[src/rtl/counter16_core.sv]
// rtl/counter16_core.sv - 16-bit up/down timer/counter with reload, compare and optional capture (COUNTER16_CAPTURE_EN)
module counter16_core #(
    parameter int WIDTH = 16
) (
    input  logic             i_sysclk,
    input  logic             i_sysrst,
    input  logic             i_module_en,
    input  logic             i_tick,
    input  logic             i_ld,
    input  logic [WIDTH-1:0] i_ld_data,
    input  logic             i_cmp_ld,
    input  logic [WIDTH-1:0] i_cmp_data,
    input  logic [1:0]       i_mode,
    input  logic             i_dir,
    input  logic             i_start,
    input  logic             i_stop,
    input  logic             i_flag_clr,
    input  logic             i_capture,
    output logic [WIDTH-1:0] o_count,
    output logic             o_running,
    output logic             o_ovf,
    output logic             o_ovf_pulse,
    output logic             o_cmp_match,
    output logic [WIDTH-1:0] o_capture_data,
    output logic             o_capture_valid
);

    typedef enum logic [1:0] {IDLE, RUN, DONE} state_t;

    state_t           state, state_nxt;
    logic [WIDTH-1:0] count, reload, cmp, count_step, tc;
    logic             counted, at_tc, reload_mode, one_shot;

    assign o_count     = count;
    assign o_running   = (state == RUN);
    assign one_shot    = (i_mode == 2'b10);
    assign reload_mode = (i_mode == 2'b01) || one_shot;
    assign tc          = i_dir ? '0 : '1;
    assign at_tc       = (count == tc);
    // A load in the same cycle swallows the tick entirely.
    assign counted     = (state == RUN) && i_module_en && i_tick && !i_ld;

    // Free-run wrap falls out of modular +/-1; only reload modes override.
    always_comb begin
        count_step = i_dir ? (count - WIDTH'(1)) : (count + WIDTH'(1));
        if (at_tc && reload_mode)
            count_step = reload;
    end

    always_ff @(posedge i_sysclk or posedge i_sysrst) begin
        if (i_sysrst)
            state <= IDLE;
        else
            state <= state_nxt;
    end

    always_comb begin
        state_nxt = state;
        if (i_module_en) begin
            case (state)
                IDLE: if (!i_stop && i_start) state_nxt = RUN;
                RUN: begin
                    if (i_stop)
                        state_nxt = IDLE;
                    else if (counted && at_tc && one_shot)
                        state_nxt = DONE;
                end
                DONE: begin
                    if (i_stop)
                        state_nxt = IDLE;
                    else if (i_start)
                        state_nxt = RUN;
                end
                default: state_nxt = IDLE;
            endcase
        end
    end

    always_ff @(posedge i_sysclk or posedge i_sysrst) begin
        if (i_sysrst) begin
            count       <= '0;
            reload      <= '0;
            cmp         <= '0;
            o_ovf       <= 1'b0;
            o_ovf_pulse <= 1'b0;
            o_cmp_match <= 1'b0;
        end else begin
            o_ovf_pulse <= 1'b0;
            if (i_module_en) begin
                if (i_ld) begin
                    count  <= i_ld_data;
                    reload <= i_ld_data;
                end else if (counted) begin
                    count <= count_step;
                end
                if (i_cmp_ld)
                    cmp <= i_cmp_data;

                if (counted && at_tc) begin
                    o_ovf       <= 1'b1;
                    o_ovf_pulse <= 1'b1;
                end else if (i_flag_clr) begin
                    o_ovf <= 1'b0;
                end

                if (counted && (count_step == cmp))
                    o_cmp_match <= 1'b1;
                else if (i_flag_clr)
                    o_cmp_match <= 1'b0;
            end
        end
    end

`ifdef COUNTER16_CAPTURE_EN
    logic cap_s1, cap_s2, cap_s3, cap_edge;

    assign cap_edge = cap_s2 && !cap_s3;

    // Capture runs even while the core is disabled so a frozen count can be sampled.
    always_ff @(posedge i_sysclk or posedge i_sysrst) begin
        if (i_sysrst) begin
            cap_s1          <= 1'b0;
            cap_s2          <= 1'b0;
            cap_s3          <= 1'b0;
            o_capture_data  <= '0;
            o_capture_valid <= 1'b0;
        end else begin
            cap_s1 <= i_capture;
            cap_s2 <= cap_s1;
            cap_s3 <= cap_s2;
            if (cap_edge) begin
                o_capture_data  <= count;
                o_capture_valid <= 1'b1;
            end else if (i_module_en && i_flag_clr) begin
                o_capture_valid <= 1'b0;
            end
        end
    end
`else
    logic unused_capture;

    assign unused_capture  = i_capture;
    assign o_capture_data  = '0;
    assign o_capture_valid = 1'b0;
`endif

endmodule

[config.mk]
export PLATFORM = sky130hd
export DESIGN_NAME = counter16_core
export DESIGN_NICKNAME = d
export VERILOG_FILES = /design/src/rtl/counter16_core.sv
export SDC_FILE = /design/constraint.sdc
export NUM_CORES = 1
export LEC_CHECK = 0
export ABC_AREA = 1
export CAP_MARGIN = 5
export CORE_UTILIZATION = 50
export CTS_BUF_LIST = sky130_fd_sc_hd__clkbuf_4 sky130_fd_sc_hd__clkbuf_8
export CTS_CLUSTER_SIZE = 8
export DETAILED_ROUTE_END_ITERATION = 16
export GPL_ROUTABILITY_DRIVEN = 0
export PLACE_DENSITY = 0.76
export SLEW_MARGIN = 20
export SYNTH_ARGS = -nofsm -noshare
export SYNTH_HDL_FRONTEND = slang
export SYNTH_SLANG_ARGS = --single-unit
export TNS_END_PERCENT = 20
[constraint.sdc]
create_clock -name i_sysclk -period 3.1 [get_ports i_sysclk]
set_input_delay 0.93 -clock i_sysclk [delete_from_list [all_inputs] [get_ports i_sysclk]]
set_output_delay 0.93 -clock i_sysclk [all_outputs]
set_load 0.03 [all_outputs]
# [Yosys cells after proc, flatten, opt, wreduce, memory -nomap -nowiden]
# Cells that the tools add are included.
[totals] regBits=53 mem_bits_ro=0 latchBits=0 wordCells=55 n_memories=0 ramBits=0
[op_classes] add_sub_neg=2 mul=0 shift=0 div_mod_pow=0 n_eq_ne=9 reduce_logical=21 bitwise_logic=0 order_cmp=0 muxes=16
[ops] op="$mux W16" n=5
[ops] op="$eq A16 B16 Y1" n=2
[ops] op="$add A16 B1 Y16 const B" n=1
[ops] op="$sub A16 B1 Y16 const B" n=1
[ops] op="$mux W2" n=5
[ops] op="$reduce_and A2 Y1" n=5
[ops] op="$logic_and A1 B1 Y1" n=8
[ops] op="$pmux W2 S3" n=1
[ops] op="$reduce_bool A2 Y1" n=3
[ops] op="$mux W1" n=5
[ops] op="$eq A2 B1 Y1 const B" n=2
[ops] op="$eq A2 B2 Y1 const B" n=2
[ops] op="$reduce_and A4 Y1" n=1
[ops] op="$ne A3 B2 Y1 const B" n=1
[ops] op="$ne A3 B3 Y1 const B" n=1
[ops] op="$logic_not A1 Y1" n=2
[ops] op="$logic_not A2 Y1" n=1
[ops] op="$ne A2 B2 Y1 const B" n=1
[ops] op="$logic_or A1 B1 Y1" n=1

# [Depth between registers and ports, before layout]
[logic_depth] depth_word=9 mapped_depth=18

# [Worst setup path before layout]
# Ideal clock, no wire load.
[synth_path] kind="input -> register" start="input port i_dir" end="register o_cmp_match" path_slack_ns=0.453 stages=15 t_arrival_ns=2.581 cell_sequence="ha_1 > nand2_1 > nor2_4 > nand2_4 > nor2_8 > nand3_2 > buf_6 > or2_1 > nand3_1 > nand2_1 > nor2_1 > nand2_1 > nor2_1 > nand3_1 > nand2_1"
[synth_via] elab_chain_len=8 elab_cells_between_ends=10 cone_classes="eq/ne (2); mux (4); reduce/logical (4)"
[synth_rtl] element="start: declaration" line="14" rtl="input logic i_dir,"
[synth_rtl] element="$mux W16" line="38" rtl="assign tc = i_dir ? '0 : '1;"
[synth_rtl] element="$eq A16 B16 Y1" line="39" rtl="assign at_tc = (count == tc);"
[synth_rtl] element="$logic_and A1 B1 Y1" line="46" rtl="if (at_tc && reload_mode)"
[synth_rtl] element="$mux W16 *" line="46"
[synth_rtl] element="$eq A16 B16 Y1 *" line="106" rtl="if (counted && (count_step == cmp))"
[synth_rtl] element="$logic_and A1 B1 Y1 *" line="106"
[synth_rtl] element="$reduce_bool A2 Y1 (no source line)"
[synth_rtl] element="$reduce_and A2 Y1 (no source line)"
[synth_rtl] element="end signal: assignment" line="86" rtl="o_cmp_match <= 1'b0;"
[synth_rtl] element="end signal: assignment" line="107" rtl="o_cmp_match <= 1'b1;"
[synth_rtl] element="end signal: assignment" line="109" rtl="o_cmp_match <= 1'b0;"
[synth_rtl] element="end: declaration" line="23" rtl="output logic o_cmp_match,"
# Mark *: on every way between the ends. The rest lies on a longest branch, timed or not.
# A chain may end at the register's enable or synchronous reset.

# [Worst setup path in the final report]
# Same ends and word-level chain as after synthesis.

==> impl_summary.txt <==
----------------------------------------------------
[Timing]
  Final critical delay including setup and external delays ... 2.97 ns
  Setup total negative slack ... 0 ns
  Final worst path period share ... 95.8%
  RSZ-0062 raised after global routing ... false
  Hold violation total from the final report ... 0
  Final Slew Violations ... 0
  Post-route clock skew ... 0.0113 ns
  Max Clk Rate ... 337 MHz
  # setup viols final ... 0

[Setup path]
  Most common cell on crit path ... sky130_fd_sc_hd__nand2_1
  Number of cell instances on the worst register-to-register path ... 16
  Critical path depth in cells ... 18
  Category of the most critical setup path ... input port to register
  Longest individual stage delay on the worst path ... 0.29 ns
  End of the worst register-to-register path ... o_cmp_match
  Endpoint type of the worst setup path ... register
  Ordered list of cells on the worst path ... clkbuf_2 -> bufbuf_16 -> ha_4 -> nand2_1 -> nor2_1 -> nand2_1 -> nor2_4 -> nand3_2 -> buf_4 -> nand2_1 -> nand3_1 -> nand2_1 -> nand3_1 -> nor2_1 -> nand2_1 -> nor2_2 -> nand3_1 -> nand2_1
  Flop-to-flop setup slack ... 0.67 ns
  CP Max Fanout ... 8
  Arrival time at the worst endpoint ... 3.23 ns
  Gate family responsible for the most delay along the worst path ... simple AND/OR/NAND/NOR gates
  Critical Path Source ... i_dir
  Slowest cell on the critical path ... sky130_fd_sc_hd__bufbuf_16
  Worst reg2reg startpoint ... o_count[13]
  Critical path startpoint category ... input port
  Worst path required time ... 3.36 ns
  CP bufs+invs ... 3

[Layout]
  Fraction of layout cells with a size suffix above 1 ... 15.7%
  Number of antenna cells inserted ... 0
  Area growth from synthesis to layout ... 34.8%
  Total number of nets in the final design ... 747
  Final core utilization ... 70.8%

[Power and ir drop]
  Static leakage ... 0.00276 uW
  Peak supply drop ... 407 uV
  Power Density ... 842 mW/mm^2

[Routing]
  Wire length per cell ... 13.6 microns
  Routed via count divided by cell count ... 5.13
  Pre-Repair DR Iteration Count ... 4
  Count of unresolved DRC violations after routing ... 0
  Vias ... 4036
  Starting DRT DRC Count ... 200
  Antenna Violating Nets Remaining ... 0
  Total wire length after detailed routing ... 10700 microns

[GRT]
  Maximum number of pins on one net before global-route repair ... 54
  Vias in the first global route ... 4051
  Global routing usage summed across all routing layers ... 27.8%
  Antenna violations before repair ... 0
  Sum of overflow across all layers after global routing ... 0
  Wire length of the first global-routing pass ... 18200 microns

[Clock tree]
  Clock latency of the later-clocked register in the worst-skew pair ... 0.31 ns
  Hold buffer count at cts ... 0
  TritonCTS sink count ... 53
  Longest Clk Path Bufs ... 2
  TritonCTS clock tree ... built
  Buffer cell driving the clock tree root ... sky130_fd_sc_hd__clkbuf_8
  Total clock buffers created by CTS ... 5
  Clock transition time at the flip-flop clock pins of the worst setup and hold paths ... 0.10 ns
  Clock H-tree levels ... 2

[Die]
  IO Count ... 82
  Initial standard-cell utilization of the core ... 52.5%
  Core Region ... 0.00737 sq mm
  Row count ... 31
  Die Y ... 90.0 microns
  Horiz. Die Dim ... 90.0 microns
  Die Footprint ... 0.00810 sq mm

[Hold path]
  Terminating pin of the worst hold path ... reload[15]
  Launch point of the worst hold path ... reload[15]
  Hold path cells ... 2
  Type of the worst min-delay path ... register to register

[Synth]
  Synth unique cells ... 39
  Number of flip-flops and latches in the synthesized netlist ... 53
  Number of enable flip-flop cells after synthesis ... 0
  Average cell area after synthesis ... 6.80 sq um
  Most frequently used flop master after synthesis ... sky130_fd_sc_hd__dfrtp_1
  Sequential share of the synthesized area ... 34.3%
  Number of warning messages in the yosys log ... 0
  Synth async-reset ratio ... 100%
  Netlist area before placement ... 0.00387 sq mm
  Synthesized instance count ... 569

[Run status]
  Result of the run ... complete, no violations

[Place]
  Sum of net half-perimeters after detailed placement ... 8030 microns
  Port Buf Inserts ... 63

[Flow run]
  Number of max-cap violations ... 0

----------------------------------------------------
cells in the final DEF (no fill, tap or decap), types with 12 or more instances in the layout:
master and count:
sky130_fd_sc_hd__nand2_1 173, sky130_fd_sc_hd__buf_4 57, sky130_fd_sc_hd__a21oi_1 45, sky130_fd_sc_hd__nand3_1 43, sky130_fd_sc_hd__conb_1 17, sky130_fd_sc_hd__nor2_1 40, sky130_fd_sc_hd__dfrtp_1 53, sky130_fd_sc_hd__clkdlybuf4s50_1 62
sky130_fd_sc_hd__o21ai_0 19, sky130_fd_sc_hd__ha_1 12, sky130_fd_sc_hd__inv_1 71
power breakdown:
part	internal [uW]	total, uW	switching, uW
clock	272	502	230
sequential	857	1030	168
combinational	1200	2870	1670
total	2330	4390	2070
Yosys cell counts, types with 2 or more instances:
| cell | instances | area share [%] |
|---|---|---|
| sky130_fd_sc_hd__nor3_1 | 2 | 0.26 |
| sky130_fd_sc_hd__nand3b_1 | 7 | 1.4 |
| sky130_fd_sc_hd__clkinv_1 | 2 | 0.19 |
| sky130_fd_sc_hd__nand2_2 | 2 | 0.32 |
| sky130_fd_sc_hd__nand3_1 | 45 | 5.8 |
| sky130_fd_sc_hd__clkbuf_1 | 8 | 0.78 |
| sky130_fd_sc_hd__o21ai_0 | 20 | 2.6 |
| sky130_fd_sc_hd__buf_4 | 17 | 3.3 |
| sky130_fd_sc_hd__nor2_4 | 3 | 0.87 |
| sky130_fd_sc_hd__inv_2 | 3 | 0.29 |
| sky130_fd_sc_hd__nand4_1 | 7 | 1.1 |
| sky130_fd_sc_hd__xor2_1 | 3 | 0.68 |
| sky130_fd_sc_hd__a21oi_1 | 47 | 6.1 |
| sky130_fd_sc_hd__o211ai_1 | 4 | 0.78 |
| sky130_fd_sc_hd__o21ai_1 | 5 | 0.65 |
| sky130_fd_sc_hd__nor2_1 | 44 | 4.3 |
| sky130_fd_sc_hd__inv_1 | 72 | 7.0 |
| sky130_fd_sc_hd__o21a_1 | 4 | 0.78 |
| sky130_fd_sc_hd__buf_1 | 3 | 0.29 |
| sky130_fd_sc_hd__nand2_1 | 178 | 17 |
| sky130_fd_sc_hd__mux2_2 | 7 | 2.0 |
| sky130_fd_sc_hd__ha_1 | 15 | 4.8 |
| sky130_fd_sc_hd__or2_1 | 3 | 0.49 |
| sky130_fd_sc_hd__dfrtp_1 | 53 | 34 |
tightest hold or removal path, stage by stage (launching register included):
cell	delay, ns
sky130_fd_sc_hd__dfrtp_1	0.35
sky130_fd_sc_hd__nand2_1	0.05
sky130_fd_sc_hd__nand2_1	0.05
flip-flops by register name, summed over array words and instances (netlist names):
name         flops
cmp             16
o_count         16
state            2
o_ovf            1
reload          16
o_ovf_pulse      1
o_cmp_match      1
how the worst max path moves through the flow:
stage | end | slack (ns)
2_1_floorplan | o_cmp_match | 0.45
3_3_place_gp | o_cmp_match | -0.40
3_5_place_dp | o_cmp_match | -0.46
4_1_cts | o_cmp_match | 0.008
5_1_grt | o_cmp_match | 0.003
6_report | o_cmp_match | 0.13
layer usage:
| metal | track usage [%] | part of all wire [%] | up-vias |
|---|---|---|---|
| met2 | 46.0 | 48 | 125 |
| met5 | 0 | 0 | - |
| met4 | 10.2 | 2.6 | 0 |
| met1 | 37.5 | 45 | 1865 |
| met3 | 3.47 | 4.5 | 28 |
| li1 | - | - | 2018 |
cells by family after synthesis:
group	count (synthesis)	share of synthesized area, %
compound gates	83	11.5
buf+inv	107	12.3
xor+xnor	4	0.905
fa+ha+maj	16	5.37
other cells	1	0.0969
simple gates	298	33.6
mux	7	2.04
flops	53	34.3
through the flow:
stage / area [sq um] / cells / setup slack (ns) / total power (uW) / hold WS, ns
2_1_floorplan: 3930 / 585 / 0.453 / 2710 / 0.434
3_3_place_gp: 4970 / 776 / -0.398 / 3670 / 0.449
3_5_place_dp: 4970 / 776 / -0.458 / 3750 / 0.452
4_1_cts: 5160 / 786 / 0.00797 / 4300 / 0.477
5_1_grt: 5220 / 786 / 0.00319 / 4760 / 0.516
6_report: 5220 / 786 / 0.130 / 4390 / 0.478
repair_timing:
| action | CTS | global route |
|---|---|---|
| buffers inserted | 1 | 0 |
| cloned | 1 | 0 |
| pin swaps | 2 | 4 |
| resized for setup | 9 | 15 |
| endpoints found under the setup margin | 4 | 6 |
cell type report:
| type | instances | area [sq um] |
|---|---|---|
| inverter | 77 | 289 |
| fill | 623 | 2150 |
| sequential | 53 | 1330 |
| clock buffer | 7 | 90.1 |
| clock inverter | 1 | 30.0 |
| tap | 99 | 124 |
| timing repair buffer | 124 | 1140 |
| multi-input combinational | 425 | 2220 |
(Power assumes the default switching activity.)
